`src/rtl/updown_scan_ctrl_pkg.sv`:
```
// Shared types and defaults for the up/down triangle-scan sequencer.
// The state encodings are named here so that any debug decode can use the same values.
package updown_scan_pkg;

    localparam int unsigned DefDataWidth = 8;
    localparam int unsigned DefRepsWidth = 8;

    localparam logic [2:0] EncIdle = 3'd0;
    localparam logic [2:0] EncLoad = 3'd1;
    localparam logic [2:0] EncUp   = 3'd2;
    localparam logic [2:0] EncDown = 3'd3;
    localparam logic [2:0] EncDone = 3'd4;

    typedef enum logic [2:0] {
        StIdle = EncIdle,
        StLoad = EncLoad,
        StUp   = EncUp,
        StDown = EncDown,
        StDone = EncDone
    } state_e;

endpackage

```
`src/rtl/updown_scan_ctrl_if.sv`:
```
// Control and readback wiring between the scan sequencer and the bidirectional counter stage.
interface updown_scan_ctrl_if #(
    parameter int unsigned DATA_WIDTH = 8
);
    logic                  PE_n;
    logic                  U_D;
    logic                  CEP_n;
    logic                  CET_n;
    logic [DATA_WIDTH-1:0] P;
    logic [DATA_WIDTH-1:0] Q_fb;
    logic                  TC_fb;

    modport master (
        output PE_n, U_D, CEP_n, CET_n, P,
        input  Q_fb, TC_fb
    );

    modport slave (
        input  PE_n, U_D, CEP_n, CET_n, P,
        output Q_fb, TC_fb
    );
endinterface

```
`src/rtl/updown_scan_ctrl.sv`:
```
// Triangle-scan sequencer: loads lo into the counter, then counts lo->hi->lo for a set number of
// sweeps (0 = until stopped), aborting on stop or on an impossible terminal count.
module updown_scan_ctrl
    import updown_scan_pkg::*;
#(
    parameter int unsigned DATA_WIDTH = DefDataWidth,
    parameter int unsigned REPS_WIDTH = DefRepsWidth
) (
    input  logic                  clk,
    input  logic                  MR_n,
    input  logic                  start,
    input  logic                  stop,
    input  logic [DATA_WIDTH-1:0] lo,
    input  logic [DATA_WIDTH-1:0] hi,
    input  logic [REPS_WIDTH-1:0] reps,
    output logic                  busy,
    output logic                  done,
    output logic                  err,
    output logic [REPS_WIDTH-1:0] sweep_cnt,
    updown_scan_ctrl_if.master    cnt_if
);

    localparam logic [DATA_WIDTH-1:0] DataOne = DATA_WIDTH'(1);
    localparam logic [REPS_WIDTH-1:0] RepsOne = REPS_WIDTH'(1);

    state_e                state_q, state_d;
    logic [DATA_WIDTH-1:0] lo_q, lo_d;
    logic [DATA_WIDTH-1:0] hi_q, hi_d;
    logic [REPS_WIDTH-1:0] reps_q, reps_d;
    logic [REPS_WIDTH-1:0] sweep_q, sweep_d;
    logic                  err_q, err_d;

    logic [DATA_WIDTH-1:0] hi_m1;
    logic [DATA_WIDTH-1:0] lo_p1;

    // lo < hi is guaranteed once latched, so neither of these can wrap.
    assign hi_m1 = hi_q - DataOne;
    assign lo_p1 = lo_q + DataOne;

    always_ff @(posedge clk or negedge MR_n) begin
        if (!MR_n) begin
            state_q <= StIdle;
            lo_q    <= '0;
            hi_q    <= '0;
            reps_q  <= '0;
            sweep_q <= '0;
            err_q   <= 1'b0;
        end else begin
            state_q <= state_d;
            lo_q    <= lo_d;
            hi_q    <= hi_d;
            reps_q  <= reps_d;
            sweep_q <= sweep_d;
            err_q   <= err_d;
        end
    end

    always_comb begin
        state_d = state_q;
        lo_d    = lo_q;
        hi_d    = hi_q;
        reps_d  = reps_q;
        sweep_d = sweep_q;
        err_d   = 1'b0;

        unique case (state_q)
            StIdle: begin
                if (start) begin
                    if (lo < hi) begin
                        lo_d    = lo;
                        hi_d    = hi;
                        reps_d  = reps;
                        sweep_d = '0;
                        state_d = StLoad;
                    end else begin
                        err_d = 1'b1;
                    end
                end
            end

            StLoad: begin
                state_d = stop ? StIdle : StUp;
            end

            StUp: begin
                if (stop) begin
                    state_d = StIdle;
                end else if (cnt_if.TC_fb) begin
                    state_d = StIdle;
                    err_d   = 1'b1;
                end else if (cnt_if.Q_fb == hi_m1) begin
                    state_d = StDown;
                end
            end

            StDown: begin
                if (stop) begin
                    state_d = StIdle;
                end else if (cnt_if.TC_fb) begin
                    state_d = StIdle;
                    err_d   = 1'b1;
                end else if (cnt_if.Q_fb == lo_p1) begin
                    sweep_d = sweep_q + RepsOne;
                    if ((reps_q != '0) && (sweep_d == reps_q)) begin
                        state_d = StDone;
                    end else begin
                        state_d = StUp;
                    end
                end
            end

            StDone: begin
                state_d = StIdle;
            end

            default: begin
                state_d = StIdle;
            end
        endcase
    end

    // Moore outputs: everything below depends only on registered state.
    always_comb begin
        cnt_if.PE_n  = (state_q != StLoad);
        cnt_if.U_D   = (state_q != StDown);
        cnt_if.CEP_n = !((state_q == StUp) || (state_q == StDown));
        cnt_if.CET_n = !((state_q == StUp) || (state_q == StDown));
        cnt_if.P     = lo_q;
        busy         = (state_q == StLoad) || (state_q == StUp) || (state_q == StDown);
        done         = (state_q == StDone);
        err          = err_q;
        sweep_cnt    = sweep_q;
    end

endmodule

```
`src/flat_wrapper.sv`:
```
// flat-port wrapper written by rule: the top's interface ports become plain ports
module updown_scan_ctrl_flat import updown_scan_pkg::*;
#(
    parameter int unsigned DATA_WIDTH = DefDataWidth,
    parameter int unsigned REPS_WIDTH = DefRepsWidth
)
  (clk, MR_n, start, stop, lo, hi, reps, busy, done, err, sweep_cnt, cnt_if_PE_n, cnt_if_U_D, cnt_if_CEP_n, cnt_if_CET_n, cnt_if_P, cnt_if_Q_fb, cnt_if_TC_fb);
  updown_scan_ctrl_if #(.DATA_WIDTH(DATA_WIDTH)) cnt_if_i ();
  input  logic clk;
  input  logic MR_n;
  input  logic start;
  input  logic stop;
  input  logic [DATA_WIDTH-1:0] lo;
  input  logic [DATA_WIDTH-1:0] hi;
  input  logic [REPS_WIDTH-1:0] reps;
  output logic busy;
  output logic done;
  output logic err;
  output logic [REPS_WIDTH-1:0] sweep_cnt;
  output wire logic [$bits(cnt_if_i.PE_n)-1:0] cnt_if_PE_n;
  output wire logic [$bits(cnt_if_i.U_D)-1:0] cnt_if_U_D;
  output wire logic [$bits(cnt_if_i.CEP_n)-1:0] cnt_if_CEP_n;
  output wire logic [$bits(cnt_if_i.CET_n)-1:0] cnt_if_CET_n;
  output wire logic [$bits(cnt_if_i.P)-1:0] cnt_if_P;
  input wire logic [$bits(cnt_if_i.Q_fb)-1:0] cnt_if_Q_fb;
  input wire logic [$bits(cnt_if_i.TC_fb)-1:0] cnt_if_TC_fb;
  assign cnt_if_PE_n = cnt_if_i.PE_n;
  assign cnt_if_U_D = cnt_if_i.U_D;
  assign cnt_if_CEP_n = cnt_if_i.CEP_n;
  assign cnt_if_CET_n = cnt_if_i.CET_n;
  assign cnt_if_P = cnt_if_i.P;
  assign cnt_if_i.Q_fb = cnt_if_Q_fb;
  assign cnt_if_i.TC_fb = cnt_if_TC_fb;
  updown_scan_ctrl #(.DATA_WIDTH(DATA_WIDTH), .REPS_WIDTH(REPS_WIDTH)) u_core (.clk(clk), .MR_n(MR_n), .start(start), .stop(stop), .lo(lo), .hi(hi), .reps(reps), .busy(busy), .done(done), .err(err), .sweep_cnt(sweep_cnt), .cnt_if(cnt_if_i));
endmodule
```
`config.mk`:
```
export PLATFORM = sky130hd
export DESIGN_NAME = updown_scan_ctrl_flat
export DESIGN_NICKNAME = d
export VERILOG_FILES = /design/src/rtl/updown_scan_ctrl_pkg.sv /design/src/rtl/updown_scan_ctrl_if.sv /design/src/rtl/updown_scan_ctrl.sv /design/src/flat_wrapper.sv
export SDC_FILE = /design/constraint.sdc
export NUM_CORES = 1
export LEC_CHECK = 0
export CAP_MARGIN = 15
export CORE_ASPECT_RATIO = 2
export CORE_MARGIN = 2
export CORE_UTILIZATION = 50
export CTS_BUF_LIST = sky130_fd_sc_hd__clkbuf_8 sky130_fd_sc_hd__clkbuf_16
export DETAILED_ROUTE_END_ITERATION = 7
export PLACE_DENSITY = 0.86
export SLEW_MARGIN = 0
export SYNTH_ARGS = -nofsm -noshare
export SYNTH_HDL_FRONTEND = slang
export SYNTH_SLANG_ARGS = --single-unit
```
`constraint.sdc`:
```
create_clock -name clk -period 2.9 [get_ports clk]
set_input_delay 0.58 -clock clk [delete_from_list [all_inputs] [get_ports clk]]
set_output_delay 0.58 -clock clk [all_outputs]
set_load 0.05 [all_outputs]
```
==> results of run 1 <==
## worst register-to-register path: cells and delay by family (launching register included)
family / cells / cell delay [ps]
and+or+nand+nor: 2 / 720
AOI/OAI and AO/OA: 3 / 660
DFF: 1 / 490
adders and majority gates: 1 / 360
muxes: 1 / 230
## final timing paths
path                                                start                         endpoint  slack, ps  depth (start not counted)
setup / recovery                                    hi[5]   u_core.cnt_if.P[7]$_DFFE_PN0P_        340                         10
hold / removal              u_core.state_q[2]$_DFFE_PN0P_             u_core.err$_DFF_PN0_        530                          1
setup reg to reg           u_core.cnt_if.P[0]$_DFFE_PN0P_  u_core.sweep_cnt[3]$_DFFE_PN0P_        360                          7
hold reg to reg             u_core.state_q[2]$_DFFE_PN0P_             u_core.err$_DFF_PN0_        530                          1
max in group asynchronous                            MR_n     u_core.reps_q[3]$_DFFE_PN0P_       1860                          2
min in group asynchronous                            MR_n   u_core.cnt_if.P[7]$_DFFE_PN0P_        710                          2
## synth_stat cells, types with 5 or more instances
| master | instances | share of area |
|---|---|---|
| sky130_fd_sc_hd__ha_1 | 10 | 0.050 |
| sky130_fd_sc_hd__xnor2_1 | 15 | 0.052 |
| sky130_fd_sc_hd__xor2_1 | 15 | 0.052 |
| sky130_fd_sc_hd__nor3_1 | 6 | 0.012 |
| sky130_fd_sc_hd__nand2_1 | 14 | 0.021 |
| sky130_fd_sc_hd__nand3_1 | 7 | 0.014 |
| sky130_fd_sc_hd__nand2b_1 | 5 | 0.012 |
| sky130_fd_sc_hd__a21o_1 | 6 | 0.018 |
| sky130_fd_sc_hd__mux2_2 | 18 | 0.080 |
| sky130_fd_sc_hd__clkbuf_1 | 7 | 0.010 |
| sky130_fd_sc_hd__a21oi_1 | 6 | 0.012 |
| sky130_fd_sc_hd__dfrtp_1 | 36 | 0.36 |
| sky130_fd_sc_hd__inv_1 | 17 | 0.025 |
| sky130_fd_sc_hd__o21ai_0 | 30 | 0.060 |
| sky130_fd_sc_hd__nor4_1 | 5 | 0.012 |
| sky130_fd_sc_hd__nor2_1 | 15 | 0.022 |
## power breakdown
group,internal [W],switching (W)
clock,0.000189,0.000173
combinational,0.000507,0.000632
sequential,0.000639,0.000205
total,0.00134,0.00101
## layer usage
layer	track usage	up-vias	wire length (um)
met3	0.0402	23	215
met1	0.250	1110	2330
met4	0.123	0	241
met2	0.453	60	3630
met5	0	-	0
li1	-	1092	-
## through the flow
step | hold slack (ps) | utilization | instances | worst slack, ps | power, W
after floorplan | 284 | - | 268 | 277 | 0.00164
after global placement | 514 | 0.654 | 380 | 106 | 0.00194
after detailed placement | 514 | 0.654 | 380 | 73.0 | 0.00198
after CTS | 528 | 0.673 | 388 | 351 | 0.00235
after global routing | 543 | 0.673 | 388 | 216 | 0.00249
final | 526 | 0.673 | 388 | 335 | 0.00235
## area by class of cell
| class | instances | area, um^2 |
|---|---|---|
| tap | 57 | 71.3 |
| timing repair buffer | 65 | 636 |
| inverter | 17 | 63.8 |
| sequential | 36 | 901 |
| clock inverter | 2 | 10.0 |
| clock buffer | 6 | 82.6 |
| multi-input combinational | 205 | 1510 |
| fill | 396 | 1590 |
## registers in the layout, indices dropped and copies added, names as in the netlist
register and flops:
u_core.sweep_cnt 8, u_core.hi_q 8, u_core.cnt_if.P 8, u_core.err 1, u_core.reps_q 8, u_core.state_q 3
## cell families (layout without fill, tap and decap cells)
kind of cell / Yosys count / after routing
AND/OR/NAND/NOR: 75 / 75
AO/OA/AOI/OAI: 68 / 68
flip-flops: 36 / 36
XOR/XNOR: 30 / 30
buffers and inverters: 27 / 90
multiplexers: 22 / 22
adder cells (fa/ha/maj): 10 / 10
==> flow_summary.html, run 1 <==
<table>
<tr><th>Metric</th><th>Value</th></tr>
<tr><th colspan="2">Floorplanning</th></tr>
<tr><td>Floorplan Core Area</td><td>4860 um^2</td></tr>
<tr><td>Die H</td><td>104 um</td></tr>
<tr><td>FP Rows</td><td>36</td></tr>
<tr><td>Die ar.</td><td>5660 um^2</td></tr>
<tr><td>IO Pins</td><td>60</td></tr>
<tr><td>Initial standard-cell utilization of the core</td><td>0.518</td></tr>
<tr><td>Chip Width</td><td>54.2 um</td></tr>
<tr><th colspan="2">Clock tree</th></tr>
<tr><td>Post-cts sizing count</td><td>0</td></tr>
<tr><td>Cell at the root of the clock tree</td><td>sky130_fd_sc_hd__clkbuf_8</td></tr>
<tr><td>Max H-tree Level</td><td>2</td></tr>
<tr><td>Clock buffers created by TritonCTS</td><td>5</td></tr>
<tr><td>Post-CTS Setup Bufs</td><td>0</td></tr>
<tr><td>Max clock buf depth</td><td>2</td></tr>
<tr><td>Clock-pin slew on the worst setup and hold paths</td><td>70 ps</td></tr>
<tr><td>Clk_lat worst skew</td><td>290 ps</td></tr>
<tr><td>Clock sinks</td><td>36</td></tr>
<tr><td>Count of hold-fix buffers inserted at cts</td><td>0</td></tr>
<tr><td>Clock tree from TritonCTS</td><td>done</td></tr>
<tr><th colspan="2">Logic synthesis</th></tr>
<tr><td>Total of warnings raised by yosys</td><td>0</td></tr>
<tr><td>Number of standard cells after synthesis</td><td>268</td></tr>
<tr><td>Async S/R FF share, synth</td><td>1.00</td></tr>
<tr><td>Mapped cell area</td><td>2520 um^2</td></tr>
<tr><td>Post-Synthesis Mean Instance Area</td><td>9.41 um^2</td></tr>
<tr><td>Simple-Gate Fraction of Synth Area</td><td>0.162</td></tr>
<tr><td>Unique cell type count in the Yosys netlist</td><td>52</td></tr>
<tr><td>Combinational family with the most area after synthesis</td><td>compound AO/OA/AOI/OAI gates</td></tr>
<tr><td>Post-synth net total</td><td>315</td></tr>
<tr><td>Xor/xnor cell area share of the yosys netlist</td><td>0.104</td></tr>
<tr><td>Flip-flop cell with the highest count after synthesis</td><td>sky130_fd_sc_hd__dfrtp_1</td></tr>
<tr><td>Synth Area in Adders</td><td>0.0496</td></tr>
<tr><td>Register bit total from synthesis</td><td>36</td></tr>
<tr><td>Share of the synthesized area in compound gates (AO/OA/AOI/OAI)</td><td>0.186</td></tr>
<tr><td>Number of enable-type register cells in the synthesized netlist</td><td>0</td></tr>
<tr><td>Sequential fraction of the synthesis area</td><td>0.357</td></tr>
<tr><td>Share of synthesized area spent on multiplexers</td><td>0.0963</td></tr>
<tr><th colspan="2">Placement</th></tr>
<tr><td>Post-DP HPWL</td><td>5050 um</td></tr>
<tr><td>Standard cell area after detailed placement</td><td>3180 um^2</td></tr>
<tr><td>IO Port Bufs</td><td>59</td></tr>
<tr><td>Placer Congestion</td><td>0.882</td></tr>
<tr><th colspan="2">Global route</th></tr>
<tr><td>Total overflow reported by the global router</td><td>0</td></tr>
<tr><td>Vias in the first global route</td><td>2399</td></tr>
<tr><td>All-layer global routing usage</td><td>0.249</td></tr>
<tr><td>Number of antenna violations at the first check in global routing</td><td>0</td></tr>
<tr><td>First-pass GRT wire length</td><td>10600 um</td></tr>
<tr><td>Pin count of the biggest net entering global routing</td><td>37</td></tr>
<tr><th colspan="2">Drt</th></tr>
<tr><td>Number of nets still failing antenna checks after routing</td><td>0</td></tr>
<tr><td>DR DRC count</td><td>0</td></tr>
<tr><td>Drt first pass iters</td><td>4</td></tr>
<tr><td>DR iter-0 viols</td><td>57</td></tr>
<tr><td>Post-DR vias/cell</td><td>5.89</td></tr>
<tr><td>Detailed Route WL</td><td>6430 um</td></tr>
<tr><td>Vias</td><td>2285</td></tr>
<tr><td>Routed wirelength normalized by instance count</td><td>16.6 um</td></tr>
<tr><th colspan="2">Worst setup path</th></tr>
<tr><td>Crit-path max FO</td><td>16</td></tr>
<tr><td>Critical path endpoint category</td><td>flop</td></tr>
<tr><td>Worst setup SP type</td><td>input pin</td></tr>
<tr><td>CP peak stage delay</td><td>450 ps</td></tr>
<tr><td>Cell type group with the largest total delay on the critical path</td><td>buffers and inverters</td></tr>
<tr><td>Data required time of the critical path</td><td>3070 ps</td></tr>
<tr><td>Max stage delay cell, worst path</td><td>sky130_fd_sc_hd__clkdlybuf4s50_1</td></tr>
<tr><td>Setup CP Type</td><td>in -&gt; reg</td></tr>
<tr><td>Critical path, cell by cell</td><td>clkdlybuf4s50_1 &gt; inv_1 &gt; ha_1 &gt; a21o_1 &gt; a21o_1 &gt; a21oi_1 &gt; o211ai_1 &gt; or2_1 &gt; buf_4 &gt; mux2_2</td></tr>
<tr><td>Buf/Inv on CP</td><td>3</td></tr>
<tr><td>CP most frequent cell</td><td>sky130_fd_sc_hd__a21o_1</td></tr>
<tr><td>Worst path arrival time</td><td>2740 ps</td></tr>
<tr><th colspan="2">Flow run</th></tr>
<tr><td>Max Cap Viol</td><td>0</td></tr>
<tr><th colspan="2">Hold path</th></tr>
<tr><td>Worst hold path type</td><td>reg -&gt; reg</td></tr>
<tr><th colspan="2">Timing</th></tr>
<tr><td>Minimum clock period after layout</td><td>2560 ps</td></tr>
<tr><td>Worst-margin pin slew</td><td>502 ps</td></tr>
<tr><td>Fmax</td><td>390 MHz</td></tr>
<tr><td>Worst Clk Skew</td><td>5.21 ps</td></tr>
<tr><td>Final Slew Violations</td><td>0</td></tr>
<tr><td>Unrepaired setup endpoints after global routing</td><td>no</td></tr>
<tr><td>Final Hold Viols</td><td>0</td></tr>
<tr><td>Final setup violating endpoints</td><td>0</td></tr>
<tr><td>Total negative setup slack</td><td>0 ps</td></tr>
<tr><td>Final clock period utilization by the worst path</td><td>0.884</td></tr>
<tr><td>Slew margin rel.</td><td>0.664</td></tr>
<tr><th colspan="2">Finish</th></tr>
<tr><td>Design Area, Final</td><td>3270 um^2</td></tr>
<tr><td>Final nets</td><td>377</td></tr>
<tr><td>Highest-count cells in the layout ignoring fill and taps</td><td>sky130_fd_sc_hd__clkdlybuf4s50_1, sky130_fd_sc_hd__dfrtp_1, sky130_fd_sc_hd__o21ai_0</td></tr>
<tr><td>Fraction of layout instances using a drive strength above 1</td><td>0.124</td></tr>
<tr><td>Final antenna diode count</td><td>0</td></tr>
<tr><td>Post-synthesis to final-layout area growth</td><td>29.8%</td></tr>
<tr><td>Most frequent standard cell in the layout excluding fill and tap cells</td><td>sky130_fd_sc_hd__clkdlybuf4s50_1</td></tr>
<tr><th colspan="2">Pwr</th></tr>
<tr><td>Peak supply drop</td><td>460 uV</td></tr>
<tr><td>Leakage Power</td><td>1.38 nW</td></tr>
<tr><td>Cell Pwr Density</td><td>717 nW/um^2</td></tr>
<tr><th colspan="2">Run status</th></tr>
<tr><td>Outcome</td><td>complete, no violations</td></tr>
</table>
(Power assumes the default switching activity.)
==> run 2, diff against run 1 <==
- CORE_MARGIN: 2 -> 1
- SKIP_CTS_REPAIR_TIMING: unset -> 1
==> run 2 against run 1 <==
Effect of this change:
- combinational power is essentially flat
- non-clock buffer count grew 1
- highest routed layer unchanged
- critical endpoint is now u_core.reps_q[3]$_DFFE_PN0P_
- hold slack gained 11 ps
- power shrank 1.8%
- count of clock-buffer cells in the layout shrank 1
- cell area shrank 0.23%
- sequential share of layout area grew 0.063 points
==> flow_summary.html, run 2 (same netlist as run 1, synthesis figures left out) <==
<table>
<tr><th>Metric</th><th>Value</th></tr>
<tr><th colspan="2">Run status</th></tr>
<tr><td>Outcome</td><td>complete, no violations</td></tr>
<tr><th colspan="2">Worst setup path</th></tr>
<tr><td>Setup slack on the worst flop-to-flop path</td><td>400 ps (+40 ps)</td></tr>
<tr><td>Launch instance of the worst register-to-register path</td><td>u_core.cnt_if.P[0]$_DFFE_PN0P_</td></tr>
<tr><td>Data required time of the critical path</td><td>3070 ps (about the same)</td></tr>
<tr><td>Worst path arrival time</td><td>2760 ps (+20 ps)</td></tr>
<tr><td>Crit-path max FO</td><td>13 (-3)</td></tr>
<tr><td>Buf/Inv on CP</td><td>3 (unchanged)</td></tr>
<tr><td>Max stage delay cell, worst path</td><td>sky130_fd_sc_hd__clkdlybuf4s50_1</td></tr>
<tr><td>Critical path origin</td><td>hi[5]</td></tr>
<tr><td>Worst setup SP type</td><td>input pin</td></tr>
<tr><td>Setup CP Type</td><td>in -&gt; reg</td></tr>
<tr><td>Reg2reg path depth</td><td>7 (unchanged)</td></tr>
<tr><td>Critical path, cell by cell</td><td>clkdlybuf4s50_1 &gt; inv_1 &gt; ha_1 &gt; a21o_1 &gt; a21o_1 &gt; a21oi_1 &gt; o211ai_1 &gt; or2_1 &gt; buf_4 &gt; mux2_2</td></tr>
<tr><td>Critical path endpoint category</td><td>flop</td></tr>
<tr><td>CP peak stage delay</td><td>460 ps (about the same)</td></tr>
<tr><td>Cell type group with the largest total delay on the critical path</td><td>buffers and inverters</td></tr>
<tr><td>Terminus of the critical flop-to-flop path</td><td>u_core.sweep_cnt[3]$_DFFE_PN0P_</td></tr>
<tr><td>CP most frequent cell</td><td>sky130_fd_sc_hd__a21o_1</td></tr>
<tr><th colspan="2">Pwr</th></tr>
<tr><td>Peak supply drop</td><td>538 uV (+17%)</td></tr>
<tr><td>Cell Pwr Density</td><td>706 nW/um^2 (-1.6%)</td></tr>
<tr><td>Leakage Power</td><td>1.38 nW (about the same)</td></tr>
<tr><th colspan="2">Global route</th></tr>
<tr><td>First-pass GRT wire length</td><td>10500 um (-0.65%)</td></tr>
<tr><td>Total overflow reported by the global router</td><td>0 (unchanged)</td></tr>
<tr><td>All-layer global routing usage</td><td>0.269 (+0.0201)</td></tr>
<tr><td>Pin count of the biggest net entering global routing</td><td>37 (unchanged)</td></tr>
<tr><td>Vias in the first global route</td><td>2354 (-1.9%)</td></tr>
<tr><td>Number of antenna violations at the first check in global routing</td><td>0 (unchanged)</td></tr>
<tr><th colspan="2">Timing</th></tr>
<tr><td>Final setup violating endpoints</td><td>0 (unchanged)</td></tr>
<tr><td>Slew margin rel.</td><td>0.653 (-0.0110)</td></tr>
<tr><td>Worst hold slack after final layout</td><td>536 ps (+10.5 ps)</td></tr>
<tr><td>Worst Clk Skew</td><td>8.90 ps (+3.69 ps)</td></tr>
<tr><td>Worst-margin pin slew</td><td>519 ps (+16.5 ps)</td></tr>
<tr><td>Fmax</td><td>387 MHz (-0.79%)</td></tr>
<tr><td>Final clock period utilization by the worst path</td><td>0.892 (+0.00704)</td></tr>
<tr><td>Final Hold Viols</td><td>0 (unchanged)</td></tr>
<tr><td>Unrepaired setup endpoints after global routing</td><td>no</td></tr>
<tr><td>Total negative setup slack</td><td>0 ps (unchanged)</td></tr>
<tr><td>Final Slew Violations</td><td>0 (unchanged)</td></tr>
<tr><td>Minimum clock period after layout</td><td>2590 ps (+20.4 ps)</td></tr>
<tr><th colspan="2">Floorplanning</th></tr>
<tr><td>Floorplan Core Area</td><td>4860 um^2 (unchanged)</td></tr>
<tr><td>Initial standard-cell utilization of the core</td><td>0.518 (unchanged)</td></tr>
<tr><td>Die ar.</td><td>5350 um^2 (-5.5%)</td></tr>
<tr><td>FP Rows</td><td>36 (unchanged)</td></tr>
<tr><td>IO Pins</td><td>60 (unchanged)</td></tr>
<tr><td>Die H</td><td>102 um (-1.9%)</td></tr>
<tr><td>Chip Width</td><td>52.2 um (-3.7%)</td></tr>
<tr><th colspan="2">Hold path</th></tr>
<tr><td>Worst hold path type</td><td>reg -&gt; reg</td></tr>
<tr><td>Launch point of the worst hold path</td><td>u_core.hi_q[7]$_DFFE_PN0P_</td></tr>
<tr><td>End of the worst hold path</td><td>u_core.hi_q[7]$_DFFE_PN0P_</td></tr>
<tr><td>Min-Delay Path Depth</td><td>2 (+1)</td></tr>
<tr><th colspan="2">Clock tree</th></tr>
<tr><td>Max clock buf depth</td><td>2 (unchanged)</td></tr>
<tr><td>Clock buffers created by TritonCTS</td><td>5 (unchanged)</td></tr>
<tr><td>Cell at the root of the clock tree</td><td>sky130_fd_sc_hd__clkbuf_8</td></tr>
<tr><td>Clock-pin slew on the worst setup and hold paths</td><td>70 ps (about the same)</td></tr>
<tr><td>Clock tree from TritonCTS</td><td>done</td></tr>
<tr><td>Clock sinks</td><td>36 (unchanged)</td></tr>
<tr><td>Clk_lat worst skew</td><td>290 ps (about the same)</td></tr>
<tr><td>Max H-tree Level</td><td>2 (unchanged)</td></tr>
<tr><th colspan="2">Finish</th></tr>
<tr><td>Post-synthesis to final-layout area growth</td><td>29.5%</td></tr>
<tr><td>Fraction of layout instances using a drive strength above 1</td><td>0.121 (-0.00302)</td></tr>
<tr><td>Final nets</td><td>378 (+0.27%)</td></tr>
<tr><td>Number of fill cells</td><td>390 (-1.5%)</td></tr>
<tr><td>Final antenna diode count</td><td>0 (unchanged)</td></tr>
<tr><td>Most frequent standard cell in the layout excluding fill and tap cells</td><td>sky130_fd_sc_hd__clkdlybuf4s50_1</td></tr>
<tr><td>Highest-count cells in the layout ignoring fill and taps</td><td>sky130_fd_sc_hd__clkdlybuf4s50_1, sky130_fd_sc_hd__dfrtp_1, sky130_fd_sc_hd__o21ai_0</td></tr>
<tr><th colspan="2">Drt</th></tr>
<tr><td>Uppermost layer routed</td><td>met4</td></tr>
<tr><td>Drt first pass iters</td><td>4 (unchanged)</td></tr>
<tr><td>Routed wirelength normalized by instance count</td><td>16.5 um (-0.65%)</td></tr>
<tr><td>Met3 routed WL</td><td>208 um (-3.3%)</td></tr>
<tr><td>Post-DR vias/cell</td><td>5.75 (-2.4%)</td></tr>
<tr><td>Vias</td><td>2231 (-2.4%)</td></tr>
<tr><td>Detailed Route WL</td><td>6380 um (-0.65%)</td></tr>
<tr><td>DR DRC count</td><td>0 (unchanged)</td></tr>
<tr><td>Detailed-routing wirelength on met1</td><td>2280 um (-2.5%)</td></tr>
<tr><td>Routed met2 length</td><td>3590 um (-1.2%)</td></tr>
<tr><td>DR iter-0 viols</td><td>30 (-47%)</td></tr>
<tr><td>Number of nets still failing antenna checks after routing</td><td>0 (unchanged)</td></tr>
<tr><th colspan="2">Placement</th></tr>
<tr><td>IO Port Bufs</td><td>59 (unchanged)</td></tr>
<tr><td>Placer Congestion</td><td>0.924 (+4.7%)</td></tr>
<tr><td>Post-DP HPWL</td><td>5080 um (+0.50%)</td></tr>
<tr><th colspan="2">Flow run</th></tr>
<tr><td>Max Cap Viol</td><td>0 (unchanged)</td></tr>
</table>
[run 2: cell types whose count changed in the layout (fill, tap and decap cells not counted), sizes merged]
cell,before,now
buf,6,7
clkbuf,6,5
clkinv,2,1
inv,17,18
[run 2: worst max-delay path by stage]
stage / slack [ps] / cells past startpoint / end
after floorplan: 280 / 9 / u_core.cnt_if.P[3]$_DFFE_PN0P_
after global placement: 100 / 10 / u_core.reps_q[1]$_DFFE_PN0P_
after detailed placement: 30 / 10 / u_core.reps_q[3]$_DFFE_PN0P_
after CTS: 320 / 10 / u_core.reps_q[3]$_DFFE_PN0P_
after global routing: 200 / 10 / u_core.reps_q[7]$_DFFE_PN0P_
final: 310 / 10 / u_core.reps_q[3]$_DFFE_PN0P_
[run 2: final cells by class]
cell class	instances	area, um^2	share of cell area
well taps	57	71.3	0.0218
multi-input cells	205	1510	0.462
clock buffers	5	68.8	0.0211
inverters	17	63.8	0.0195
clock inverters	2	8.76	0.00268
repair buffers	66	643	0.197
flip-flops and latches	36	901	0.276
[run 2: metal layers]
| metal | track usage | up-vias |
|---|---|---|
| met1 | 0.270 | 1057 |
| li1 | - | 1097 |
| met4 | 0.170 | 0 |
| met5 | 0 | - |
| met2 | 0.488 | 57 |
| met3 | 0.0476 | 20 |
[run 2: power breakdown]
part | internal [W] | switching [W] | leakage (nW)
clock network | 0.000160 | 0.000169 | 0.0452
logic | 0.000508 | 0.000633 | 0.881
registers | 0.000640 | 0.000194 | 0.451
total | 0.00131 | 0.000997 | 1.38
[run 2: per-stage QoR]
step | utilization | setup WS (ps) | cells | total power, W | area [um^2]
floorplan | - | 277 | 268 | 0.00164 | 2520
global placement | 0.655 | 95.9 | 381 | 0.00194 | 3190
detailed placement | 0.655 | 29.6 | 381 | 0.00198 | 3190
CTS | 0.671 | 322 | 388 | 0.00231 | 3260
global route | 0.671 | 198 | 388 | 0.00245 | 3260
finish | 0.671 | 315 | 388 | 0.00230 | 3260
[run 2: worst reg2reg max path: stages, from the launching register on]
cell and delay [ps]:
sky130_fd_sc_hd__dfrtp_1 480, sky130_fd_sc_hd__ha_1 360, sky130_fd_sc_hd__o21ba_2 240, sky130_fd_sc_hd__a221oi_1 280, sky130_fd_sc_hd__a21oi_1 110, sky130_fd_sc_hd__or2_2 380
sky130_fd_sc_hd__nor4_1 350, sky130_fd_sc_hd__mux2i_1 230
